### src/rtl/fetch_exec_sequencer_pkg.sv
`default_nettype none
// ============================================================================
//  Module      : fetch_exec_sequencer_pkg
//  Description : Shared constants and state encoding for the fetch/execute
//                sequencer that drives the 2-4 instruction decoder array.
//  Revision    : 1.0 - initial release
// ============================================================================
package fetch_exec_sequencer_pkg;

    // Decoder input byte that selects every decoder's nop pin
    // (dec1=01, dec2=00, dec3=00, dec4=00).
    localparam logic [7:0] NOP_WORD_DEFAULT = 8'h40;

    // Instruction value that stops the sequencer.
    localparam logic [7:0] HALT_OP_DEFAULT  = 8'h40;

    // Bit positions of each decoder's 2-bit field inside ctrl_word.
    localparam int DEC1_MSB = 7;
    localparam int DEC1_LSB = 6;
    localparam int DEC2_MSB = 5;
    localparam int DEC2_LSB = 4;
    localparam int DEC3_MSB = 3;
    localparam int DEC3_LSB = 2;
    localparam int DEC4_MSB = 1;
    localparam int DEC4_LSB = 0;

    // Sequencer states.
    typedef enum logic [2:0] {
        ST_IDLE   = 3'd0,
        ST_FETCH  = 3'd1,
        ST_DECODE = 3'd2,
        ST_EXEC   = 3'd3,
        ST_HALTED = 3'd4
    } state_t;

endpackage : fetch_exec_sequencer_pkg
`default_nettype wire

### src/rtl/fetch_exec_sequencer.sv
`default_nettype none
// ============================================================================
//  Module      : fetch_exec_sequencer
//  Description : Multi-cycle fetch/decode/execute control FSM. Owns the
//                program counter, fetches instruction bytes from program
//                memory and presents them to the decoder array only during
//                un-stalled execute cycles; the nop word is driven otherwise.
//  Revision    : 1.0 - initial release
// ============================================================================
module fetch_exec_sequencer
    import fetch_exec_sequencer_pkg::*;
#(
    parameter int         PC_W        = 4,
    parameter int         EXEC_CYCLES = 2,
    parameter logic [7:0] NOP_WORD    = NOP_WORD_DEFAULT,
    parameter logic [7:0] HALT_OP     = HALT_OP_DEFAULT
) (
    input  logic            clk,
    input  logic            rst,
    input  logic            start,
    output logic            instr_req,
    output logic [PC_W-1:0] pc,
    input  logic [7:0]      instr_data,
    input  logic            instr_valid,
    input  logic            stall,
    output logic [7:0]      ctrl_word,
    output logic            ctrl_active,
    output logic            busy,
    output logic            halted
);

    localparam logic [3:0]      EXEC_LAST = 4'(EXEC_CYCLES - 1);
    localparam logic [PC_W-1:0] PC_ONE    = PC_W'(1);

    state_t          state, state_nxt;
    logic [PC_W-1:0] pc_nxt;
    logic [7:0]      ir, ir_nxt;
    logic [3:0]      exec_cnt, exec_cnt_nxt;

    // State and datapath registers; asynchronous reset returns to IDLE.
    always_ff @(posedge clk or posedge rst) begin
        if (rst) begin
            state    <= ST_IDLE;
            pc       <= '0;
            ir       <= NOP_WORD;
            exec_cnt <= '0;
        end else begin
            state    <= state_nxt;
            pc       <= pc_nxt;
            ir       <= ir_nxt;
            exec_cnt <= exec_cnt_nxt;
        end
    end

    // Next-state and datapath update logic.
    always_comb begin
        state_nxt    = state;
        pc_nxt       = pc;
        ir_nxt       = ir;
        exec_cnt_nxt = exec_cnt;
        case (state)
            ST_IDLE: begin
                if (start) state_nxt = ST_FETCH;
            end
            ST_FETCH: begin
                if (instr_valid) begin
                    ir_nxt    = instr_data;
                    state_nxt = ST_DECODE;
                end
            end
            ST_DECODE: begin
                // A halt leaves pc pointing at the halt instruction.
                if (ir == HALT_OP) begin
                    state_nxt = ST_HALTED;
                end else begin
                    exec_cnt_nxt = '0;
                    state_nxt    = ST_EXEC;
                end
            end
            ST_EXEC: begin
                // Stalled cycles neither count nor advance the program.
                if (!stall) begin
                    if (exec_cnt == EXEC_LAST) begin
                        pc_nxt    = pc + PC_ONE;
                        state_nxt = ST_FETCH;
                    end else begin
                        exec_cnt_nxt = exec_cnt + 4'd1;
                    end
                end
            end
            ST_HALTED: begin
                if (start) begin
                    pc_nxt    = '0;
                    state_nxt = ST_FETCH;
                end
            end
            default: state_nxt = ST_IDLE;
        endcase
    end

    // Status outputs and the decoder control word, decoded from current state.
    always_comb begin
        instr_req   = (state == ST_FETCH);
        busy        = (state == ST_FETCH) || (state == ST_DECODE) || (state == ST_EXEC);
        halted      = (state == ST_HALTED);
        ctrl_active = (state == ST_EXEC) && !stall;
        ctrl_word   = ctrl_active ? ir : NOP_WORD;
    end

endmodule : fetch_exec_sequencer
`default_nettype wire

### config.mk
export PLATFORM = sky130hd
export DESIGN_NAME = fetch_exec_sequencer
export DESIGN_NICKNAME = d
export VERILOG_FILES = /design/src/rtl/fetch_exec_sequencer_pkg.sv /design/src/rtl/fetch_exec_sequencer.sv
export SDC_FILE = /design/constraint.sdc
export NUM_CORES = 1
export LEC_CHECK = 0
export BUFFER_PORTS_ARGS = -buffer_cell sky130_fd_sc_hd__buf_2
export CORE_AREA = 3 3 50 52
export CTS_CLUSTER_SIZE = 24
export DETAILED_ROUTE_END_ITERATION = 10
export DIE_AREA = 0 0 53 55
export GPL_TIMING_DRIVEN = 0
export PLACE_DENSITY = 0.77
export SKIP_CTS_REPAIR_TIMING = 1
export SYNTH_ARGS = -nofsm -noshare
export SYNTH_HDL_FRONTEND = slang
export SYNTH_SLANG_ARGS = --single-unit
### constraint.sdc
create_clock -name clk -period 3.6 [get_ports clk]
set_input_delay 0.18 -clock clk [delete_from_list [all_inputs] [get_ports clk]]
set_output_delay 0.18 -clock clk [all_outputs]
set_load 0.01 [all_outputs]
### Word-level counts from Yosys, hierarchy flattened

Cells that the tools add are included.

| storage, ports and cells | value |
|---|---|
| register bits | 19 |
| bits in latches | 0 |
| memory bits (writable) | 0 |
| ROM bits | 0 |
| input bits | 13 |
| output and inout port bits | 16 |
| word-level logic and storage cells | 46 |
| memories kept | 0 |

| cells by class | value |
|---|---|
| add/sub/neg operators | 2 |
| multipliers | 0 |
| div/mod/pow operators | 0 |
| magnitude comparators | 0 |
| equality and inequality tests | 13 |
| shifts and indexed selects | 0 |
| mux-type cells | 15 |
| bitwise logic cells | 0 |
| reduce and logical (&&, ||, !) cells | 12 |

Operators with widths:

| cell | count |
|---|---|
| 4-bit 2-to-1 mux | 6 |
| 4-bit case mux with 2 select lines | 2 |
| 3-bit 2-to-1 mux | 5 |
| 3-bit case mux with 4 select lines | 1 |
| 4-bit AND reduction | 3 |
| 2-bit != test (second input constant) | 5 |
| 4-bit by 1-bit adder with 4-bit output (second input constant) | 2 |
| 8-bit by 7-bit == test with 1-bit output (second input constant) | 1 |
| 8-bit 2-to-1 mux | 1 |
| 3-bit by 2-bit == test with 1-bit output (second input constant) | 2 |
| 4-bit by 1-bit == test with 1-bit output (second input constant) | 1 |
| 2-bit by 1-bit != test with 1-bit output (second input constant) | 2 |
| 2-bit nonzero test | 2 |
| 3-bit by 1-bit == test with 1-bit output (second input constant) | 1 |
| 3-bit == test (second input constant) | 1 |
| 3-bit zero test | 1 |
| 1-bit logical OR | 2 |
| 2-bit AND reduction | 1 |
| 2-bit OR reduction | 1 |
| 1-bit logical AND | 1 |
| 1-bit zero test | 1 |

### Logic depth before layout (Yosys ltp)

Gate-level depths: netlist of the first run.

| logic depth | value |
|---|---|
| word-level depth | 4 |
| gate-level depth with buffers | 7 |

### Worst setup path before layout of the first run

OpenSTA, ideal clock, no wires.

| path | value |
|---|---|
| path kind | register -> register |
| start point | reg exec_cnt[1] |
| end point | reg pc[0] |
| data arrival time | 1.524 ns |
| slack | 1.951 ns |
| cell stages (with the launch flop) | 7 |
| cell sequence | dfrtp_1 > inv_1 > ha_1 > or3b_4 > nor3_4 > a21oi_1 > mux2_4 |

| between the ends | value |
|---|---|
| cells in the longest elaborated chain, start to end | 3 |

Ends and longest elaborated chain:

| what | RTL line | RTL |
|---|---|---|
| start: declaration | fetch_exec_sequencer.sv:38 | `logic [3:0] exec_cnt, exec_cnt_nxt;` |
| start signal: assignment | fetch_exec_sequencer.sv:51 | `exec_cnt <= exec_cnt_nxt;` |
| 4-bit by 1-bit == test with 1-bit output | fetch_exec_sequencer.sv:83 | `if (exec_cnt == EXEC_LAST) begin` |
| 2-bit != test (no source line) | - |  |
| 4-bit AND reduction (no source line) | - |  |
| end signal: assignment | fetch_exec_sequencer.sv:49 | `pc <= pc_nxt;` |
| end: declaration | fetch_exec_sequencer.sv:22 | `output logic [PC_W-1:0] pc,` |

No other way between the ends.
A chain may end at the register's enable or synchronous reset.

### Final worst setup path of the first run

| path | value |
|---|---|
| start point | reg state[2] |
| end point | out ctrl_word[0] |

| between the ends | value |
|---|---|
| cells in the longest elaborated chain, start to end | 3 |

Ends and longest elaborated chain:

| what | RTL line | RTL |
|---|---|---|
| start: declaration | fetch_exec_sequencer.sv:35 | `state_t state, state_nxt;` |
| start signal: assignment | fetch_exec_sequencer.sv:48 | `state <= state_nxt;` |
| 3-bit by 2-bit == test with 1-bit output | fetch_exec_sequencer.sv:106 | `ctrl_active = (state == ST_EXEC) && !stall;` |
| 1-bit logical AND | fetch_exec_sequencer.sv:106 |  |
| 8-bit 2-to-1 mux | fetch_exec_sequencer.sv:107 | `ctrl_word = ctrl_active ? ir : NOP_WORD;` |
| end: declaration | fetch_exec_sequencer.sv:26 | `output logic [7:0] ctrl_word,` |

No other way between the ends.

==> results.sh, run 1 <==
export IMPL_synthXorXnorAreaFrac_pct=0
export IMPL_grt_use_total_pct=16.9
export IMPL_synth_fp_nets=116
export IMPL_synth_adder_area_share_pct=3.50
export IMPL_cts_htree_levels=1
export IMPL_clock_latency_ps=290
export IMPL_hold_viol_final=18
export IMPL_timing_hold_ws_ps=-25.5
export IMPL_drc=0
export IMPL_setup_ws_ps=1770
export IMPL_reg2reg_slack_ps=1830
export IMPL_synth_simple_area_share_pct=21.7
export IMPL_yosys_top_cells_area="dfrtp_1 42%, mux2_2 9.5%, and2_1 4.7%"
export IMPL_end_kind="primary output"
export IMPL_post_place_ws_ps=1830
export IMPL_route_detailed_vias_per_inst=5.33
export IMPL_syn_inst=100
export IMPL_crit_fanout=10
export IMPL_seq_area_um2=477
export IMPL_crit_arrival_ps=1650
export IMPL_grt_pass1_vias=818
export IMPL_core_area_um2=2150
export IMPL_final_common_cell="buf_2"
export IMPL_hp_class="input port to asynchronous set/reset pin"
export IMPL_syn_area_um2=1070
export IMPL_area_growth_syn_to_layout_pct=18.9
export IMPL_cts_buffer_depth=2
export IMPL_fill_cells=188
export IMPL_cp_top_family="buffers and inverters"
export IMPL_power_share_sequential_pct=49.7
export IMPL_path_buf_inv=3
export IMPL_r2r_cells=6
export IMPL_vias=852
export IMPL_setup_viol=0
export IMPL_drtPass1Iterations=4
export IMPL_status="finished with violations"
export IMPL_rsz0062_at_grt="false"
export IMPL_synth_top_family_by_area="simple AND/OR/NAND/NOR gates"
export IMPL_required_ps=3420
export IMPL_drive_above_1_share_pct=40.2
export IMPL_synth_top_area_share_pct=42.1
export IMPL_fmax_ghz=0.547
export IMPL_sw_frac_of_total_pct=34.0
export IMPL_final_max_slew_viol_count=0
export IMPL_reg2reg_from="exec_cnt[1]$_DFFE_PP0P_"
export IMPL_reg2reg_to="pc[0]$_DFFE_PP0P_"
export IMPL_antenna_cells=0
export IMPL_multi_input_area_um2=529
export IMPL_fp_dieW_um=53
export IMPL_root_buffer="clkbuf_4"
export IMPL_fin_nets=149
export IMPL_yosys_warnings=0
export IMPL_io_pin_count=29
export IMPL_finalPower_mw=0.741
export IMPL_critPathMaxStageDelay_ps=380
export IMPL_grt_pass1_wl_mm=3.56
export IMPL_port_buffers=28
export IMPL_synth_compound_area_share_pct=12.4
export IMPL_synth_seq_cells=19
export IMPL_path_common_cell="buf_2"
export IMPL_cts_buffers=3
export IMPL_tightest_slew_ps=706
export IMPL_period_needed_ps=1830
export IMPL_yosysTopAreaCell="dfrtp_1"
export IMPL_peakVddDrop_v=0.000361
export IMPL_synth_cell_types=36
export IMPL_mostFrequentLayoutCells="30 x buf_2, 18 x dfrtp_1, 9 x mux2_2"
export IMPL_rows=17
export IMPL_path_clk_slew_ps=110
export IMPL_slew_headroom_pct=52.9
export IMPL_violations="hold timing"
export IMPL_setup_tns_ps=0
export IMPL_powerDensity_nw_per_um2=582
export IMPL_cts_sinks=19
export IMPL_dieArea_um2=2920
export IMPL_place_hpwl_mm=1.58
export IMPL_cts_tree="done"
export IMPL_min_period_over_period_pct=50.8
export IMPL_power_frac_clock_pct=14.5
export IMPL_globalplace_congestion=0.735
export IMPL_worstPathCellList="clkbuf_8 > and4bb_2 > buf_2 > and2_1 > buf_2"
export IMPL_p_int_mw=0.489
export IMPL_worst_clock_skew_ps=6.59
export IMPL_avgSynthCellArea_um2=10.7
export IMPL_gr_total_overflow=0
export IMPL_die_h_um=55
export IMPL_cap_viol_max_count=0
export IMPL_p_switching_mw=0.252
export IMPL_synth_mux_area_share_pct=11.8
export IMPL_wirelength_mm=2.02
export IMPL_combPwrFrac_pct=35.9
export IMPL_start_util_pct=49.9
export IMPL_grt_max_degree=20
export IMPL_critPathKind="flip-flop to primary output"
export IMPL_drtIter0Drc=17
export IMPL_power_leakage_nw=0.611
export IMPL_post_drt_wl_per_cell_um=12.7
export IMPL_antenna_found_initial=0
export IMPL_seq_area_frac_synth_pct=44.5
export IMPL_ant_nets=0
export IMPL_start_kind="flip-flop"
export IMPL_slowest_stage="dfrtp_1"
[metrics by stage]
step	cell area, um2	instances	hold slack (ps)	utilization (%)
6_report	1270	160	-25.5	59.3
5_1_grt	1270	160	10.9	59.3
4_1_cts	1270	160	-2.30	59.3
3_5_place_dp	1250	156	332	58.0
3_3_place_gp	1250	156	332	58.0
2_1_floorplan	1070	100	130	-
[power by group through the flow]
stage | Sequential, mW | Clock [mW] | Combinational (mW)
floorplan | 0.359 | 0 | 0.188
global placement | 0.365 | 0 | 0.261
detailed placement | 0.373 | 0 | 0.268
CTS | 0.369 | 0.111 | 0.270
global route | 0.380 | 0.121 | 0.302
finish | 0.368 | 0.107 | 0.266
[worst reg2reg max path, stage by stage (launching register included)]
cell and delay [ps]:
dfrtp_1 420, inv_1 70, ha_1 170, or3b_4 420, nor3_4 260, a21oi_1 90
mux2_4 260
[flip-flops by register name, indices dropped and copies added, names as in the netlist]
signal and flops:
ir 8, exec_cnt 4, pc 4, state 3
[layout make-up]
| cell class | instances | share of cell area [%] |
|---|---|---|
| clock inverters | 1 | 0.393 |
| inverters | 5 | 1.47 |
| well taps | 28 | 2.75 |
| clock buffers | 3 | 1.77 |
| plain buffers | 5 | 3.63 |
| flip-flops and latches | 19 | 37.4 |
| repair buffers | 28 | 11.0 |
| multi-input cells | 71 | 41.6 |
[synthesized netlist by cell type]
cell type,n
dfstp_2,1
mux2_4,1
and2_1,8
nor3b_2,1
inv_1,5
o41ai_2,1
nor2b_1,1
and4bb_2,1
and3_1,1
nand3_1,1
buf_4,1
a2bb2oi_1,1
o31ai_1,1
buf_2,2
o21a_1,1
or3b_4,1
nand2b_1,2
a32o_1,1
mux2i_1,1
nor2_1,5
nand3b_1,2
ha_1,3
buf_8,1
o221ai_1,1
nor4_1,2
nor3_4,1
o21ai_0,5
a21oi_1,6
clkbuf_8,1
dfrtp_1,18
and4b_1,1
nor3b_1,1
mux2_2,9
nand2_1,8
or3_1,1
a31oi_1,3
[metal layers]
layer  track usage (%)  vias up  routed length [um]
met4              9.79        0                  27
met3              3.49        4                 104
li1                  -      422                   -
met5                 0        -                   0
met2              26.7       21                 976
met1              21.6      405                 917
[kinds of logic after synthesis]
logic type | count (synthesis)
adders and majority gates | 3
DFF | 19
and+or+nand+nor | 37
buffers and inverters | 10
muxes | 11
AOI/OAI and AO/OA | 20
[worst max path at each step]
stage                             from                end  cells after the start  slack [ps]
2_1_floorplan  exec_cnt[1]$_DFFE_PP0P_  pc[0]$_DFFE_PP0P_                      6        1950
3_3_place_gp   exec_cnt[1]$_DFFE_PP0P_  pc[0]$_DFFE_PP0P_                      6        1870
3_5_place_dp   exec_cnt[1]$_DFFE_PP0P_  pc[0]$_DFFE_PP0P_                      6        1830
4_1_cts           state[2]$_DFFE_PP0P_       ctrl_word[5]                      5        1750
5_1_grt           state[2]$_DFFE_PP0P_       ctrl_word[3]                      5        1660
6_report          state[2]$_DFFE_PP0P_       ctrl_word[0]                      5        1770
Power figures use the tool's default switching activity.
==> inputs of run 2 (changes only) <==
==> constraint.sdc (replaced) <==
create_clock -name clk -period 1.72 [get_ports clk]
set_input_delay 0.086 -clock clk [delete_from_list [all_inputs] [get_ports clk]]
set_output_delay 0.086 -clock clk [all_outputs]
set_load 0.01 [all_outputs]
==> run 2 against run 1 <==
Net effect:
- the run ends with setup timing left
- highest routed layer unchanged
- clock skew shrank 1.3 ps
- routed wire length grew 14%
- total power grew 120%
- via count grew 6.8%
==> results.sh, run 2 (synthesized netlist as in run 1, its figures left out) <==
export IMPL_route_detailed_vias_per_inst=5.42
export IMPL_cts_buffers=3
export IMPL_finalPower_mw=1.65
export IMPL_required_ps=1920
export IMPL_fmax_ghz=0.562
export IMPL_fill_cells=185
export IMPL_drtIter0Drc=26
export IMPL_final_cells=168
export IMPL_reg_top3="ir x8, exec_cnt x4, pc x4"
export IMPL_utilization_pct=63.5
export IMPL_place_hpwl_mm=1.58
export IMPL_placed_cell_area_um2=1250
export IMPL_largest_register="ir"
export IMPL_drive_above_1_share_pct=45.7
export IMPL_ant_nets=0
export IMPL_crit_fanout=5
export IMPL_final_common_cell="buf_2"
export IMPL_setup_ws_ps=-60.8
export IMPL_worst_clock_skew_ps=5.28
export IMPL_end_kind="flip-flop"
export IMPL_seq_area_um2=477
export IMPL_gr_total_overflow=0
export IMPL_io_pin_count=29
export IMPL_mostFrequentLayoutCells="29 x buf_2, 18 x dfrtp_1, 9 x mux2_2"
export IMPL_wirelength_mm=2.31
export IMPL_setup_viol=2
export IMPL_place_inst=156
export IMPL_tightest_slew_ps=717
export IMPL_fin_nets=157
export IMPL_core_area_um2=2150
export IMPL_start_kind="flip-flop"
export IMPL_fin_area_um2=1360
export IMPL_clock_latency_ps=300
export IMPL_grt_max_degree=20
export IMPL_rows=17
export IMPL_cts_buffer_depth=2
export IMPL_multi_input_area_um2=551
export IMPL_rsz0062_at_grt="true"
export IMPL_vias=910
export IMPL_start_util_pct=49.9
export IMPL_powerDensity_nw_per_um2=1210
export IMPL_antenna_cells=0
export IMPL_status="finished with violations"
export IMPL_hold_viol_final=0
export IMPL_grt_pass1_wl_mm=3.56
export IMPL_cts_htree_levels=1
export IMPL_grt_use_total_pct=16.9
export IMPL_globalplace_congestion=0.735
export IMPL_post_place_ws_ps=-49.9
export IMPL_final_max_slew_viol_count=0
export IMPL_drtPass1Iterations=4
export IMPL_min_period_over_period_pct=104
export IMPL_port_buffers=28
export IMPL_post_drt_wl_per_cell_um=13.8
export IMPL_cap_viol_max_count=0
export IMPL_drc=0
export IMPL_hp_class="input port to flip-flop"
export IMPL_path_clk_slew_ps=110
export IMPL_die_h_um=55
export IMPL_area_growth_syn_to_layout_pct=27.3
export IMPL_slew_headroom_pct=52.1
export IMPL_violations="setup timing"
export IMPL_dieArea_um2=2920
export IMPL_antenna_found_initial=0
export IMPL_power_leakage_nw=0.655
export IMPL_cts_sinks=19
export IMPL_peakVddDrop_v=0.000792
export IMPL_period_needed_ps=1780
export IMPL_crit_arrival_ps=1980
export IMPL_root_buffer="clkbuf_4"
export IMPL_fp_dieW_um=53
export IMPL_cts_tree="done"
export IMPL_critPathKind="flip-flop to flip-flop"
export IMPL_largest_register_ffs=8
export IMPL_grt_pass1_vias=818
-- run 2: worst paths after layout --
check | startpoint | end | slack, ps | cells after the start
max | exec_cnt[0]$_DFFE_PP0P_ | pc[0]$_DFFE_PP0P_ | -60 | 5
min | instr_data[1] | ir[1]$_DFFE_PP0P_ | 7 | 2
max reg2reg | exec_cnt[0]$_DFFE_PP0P_ | pc[0]$_DFFE_PP0P_ | -60 | 5
min reg2reg | pc[3]$_DFFE_PP0P_ | pc[3]$_DFFE_PP0P_ | 500 | 1
max in group asynchronous | rst | exec_cnt[3]$_DFFE_PP0P_ | 830 | 3
min in group asynchronous | rst | ir[2]$_DFFE_PP0P_ | 430 | 3
-- run 2: layout make-up --
type	instances	area share [%]
inverter	5	1.38
timing repair buffer	36	14.9
tap	28	2.57
sequential	19	35.0
buffer	5	3.85
clock inverter	1	0.367
clock buffer	3	1.65
multi-input combinational	71	40.4
-- run 2: where the power goes --
group          internal (mW)  switching, mW
combinational          0.373          0.273
sequential             0.622          0.155
clock                 0.0867          0.143
total                   1.08          0.571
-- run 2: metrics by stage --
step	hold WS [ps]	setup TNS, ps
finish	6.74	-71.9
global route	0.183	-357
CTS	-96.3	-263
detailed placement	238	-49.9
global placement	238	-8.96
floorplan	36.4	0
-- run 2: critical path: stages (launching register included) --
cell	delay, ps
dfrtp_1	480
ha_4	180
or3b_4	400
nor3_4	290
a21oi_2	60
mux2_4	260
-- run 2: routing by layer --
layer / track usage, % / part of all wire (%)
met3: 3.49 / 6.1
met2: 26.7 / 49
met5: 0 / 0
met1: 21.6 / 43
met4: 9.79 / 1.5
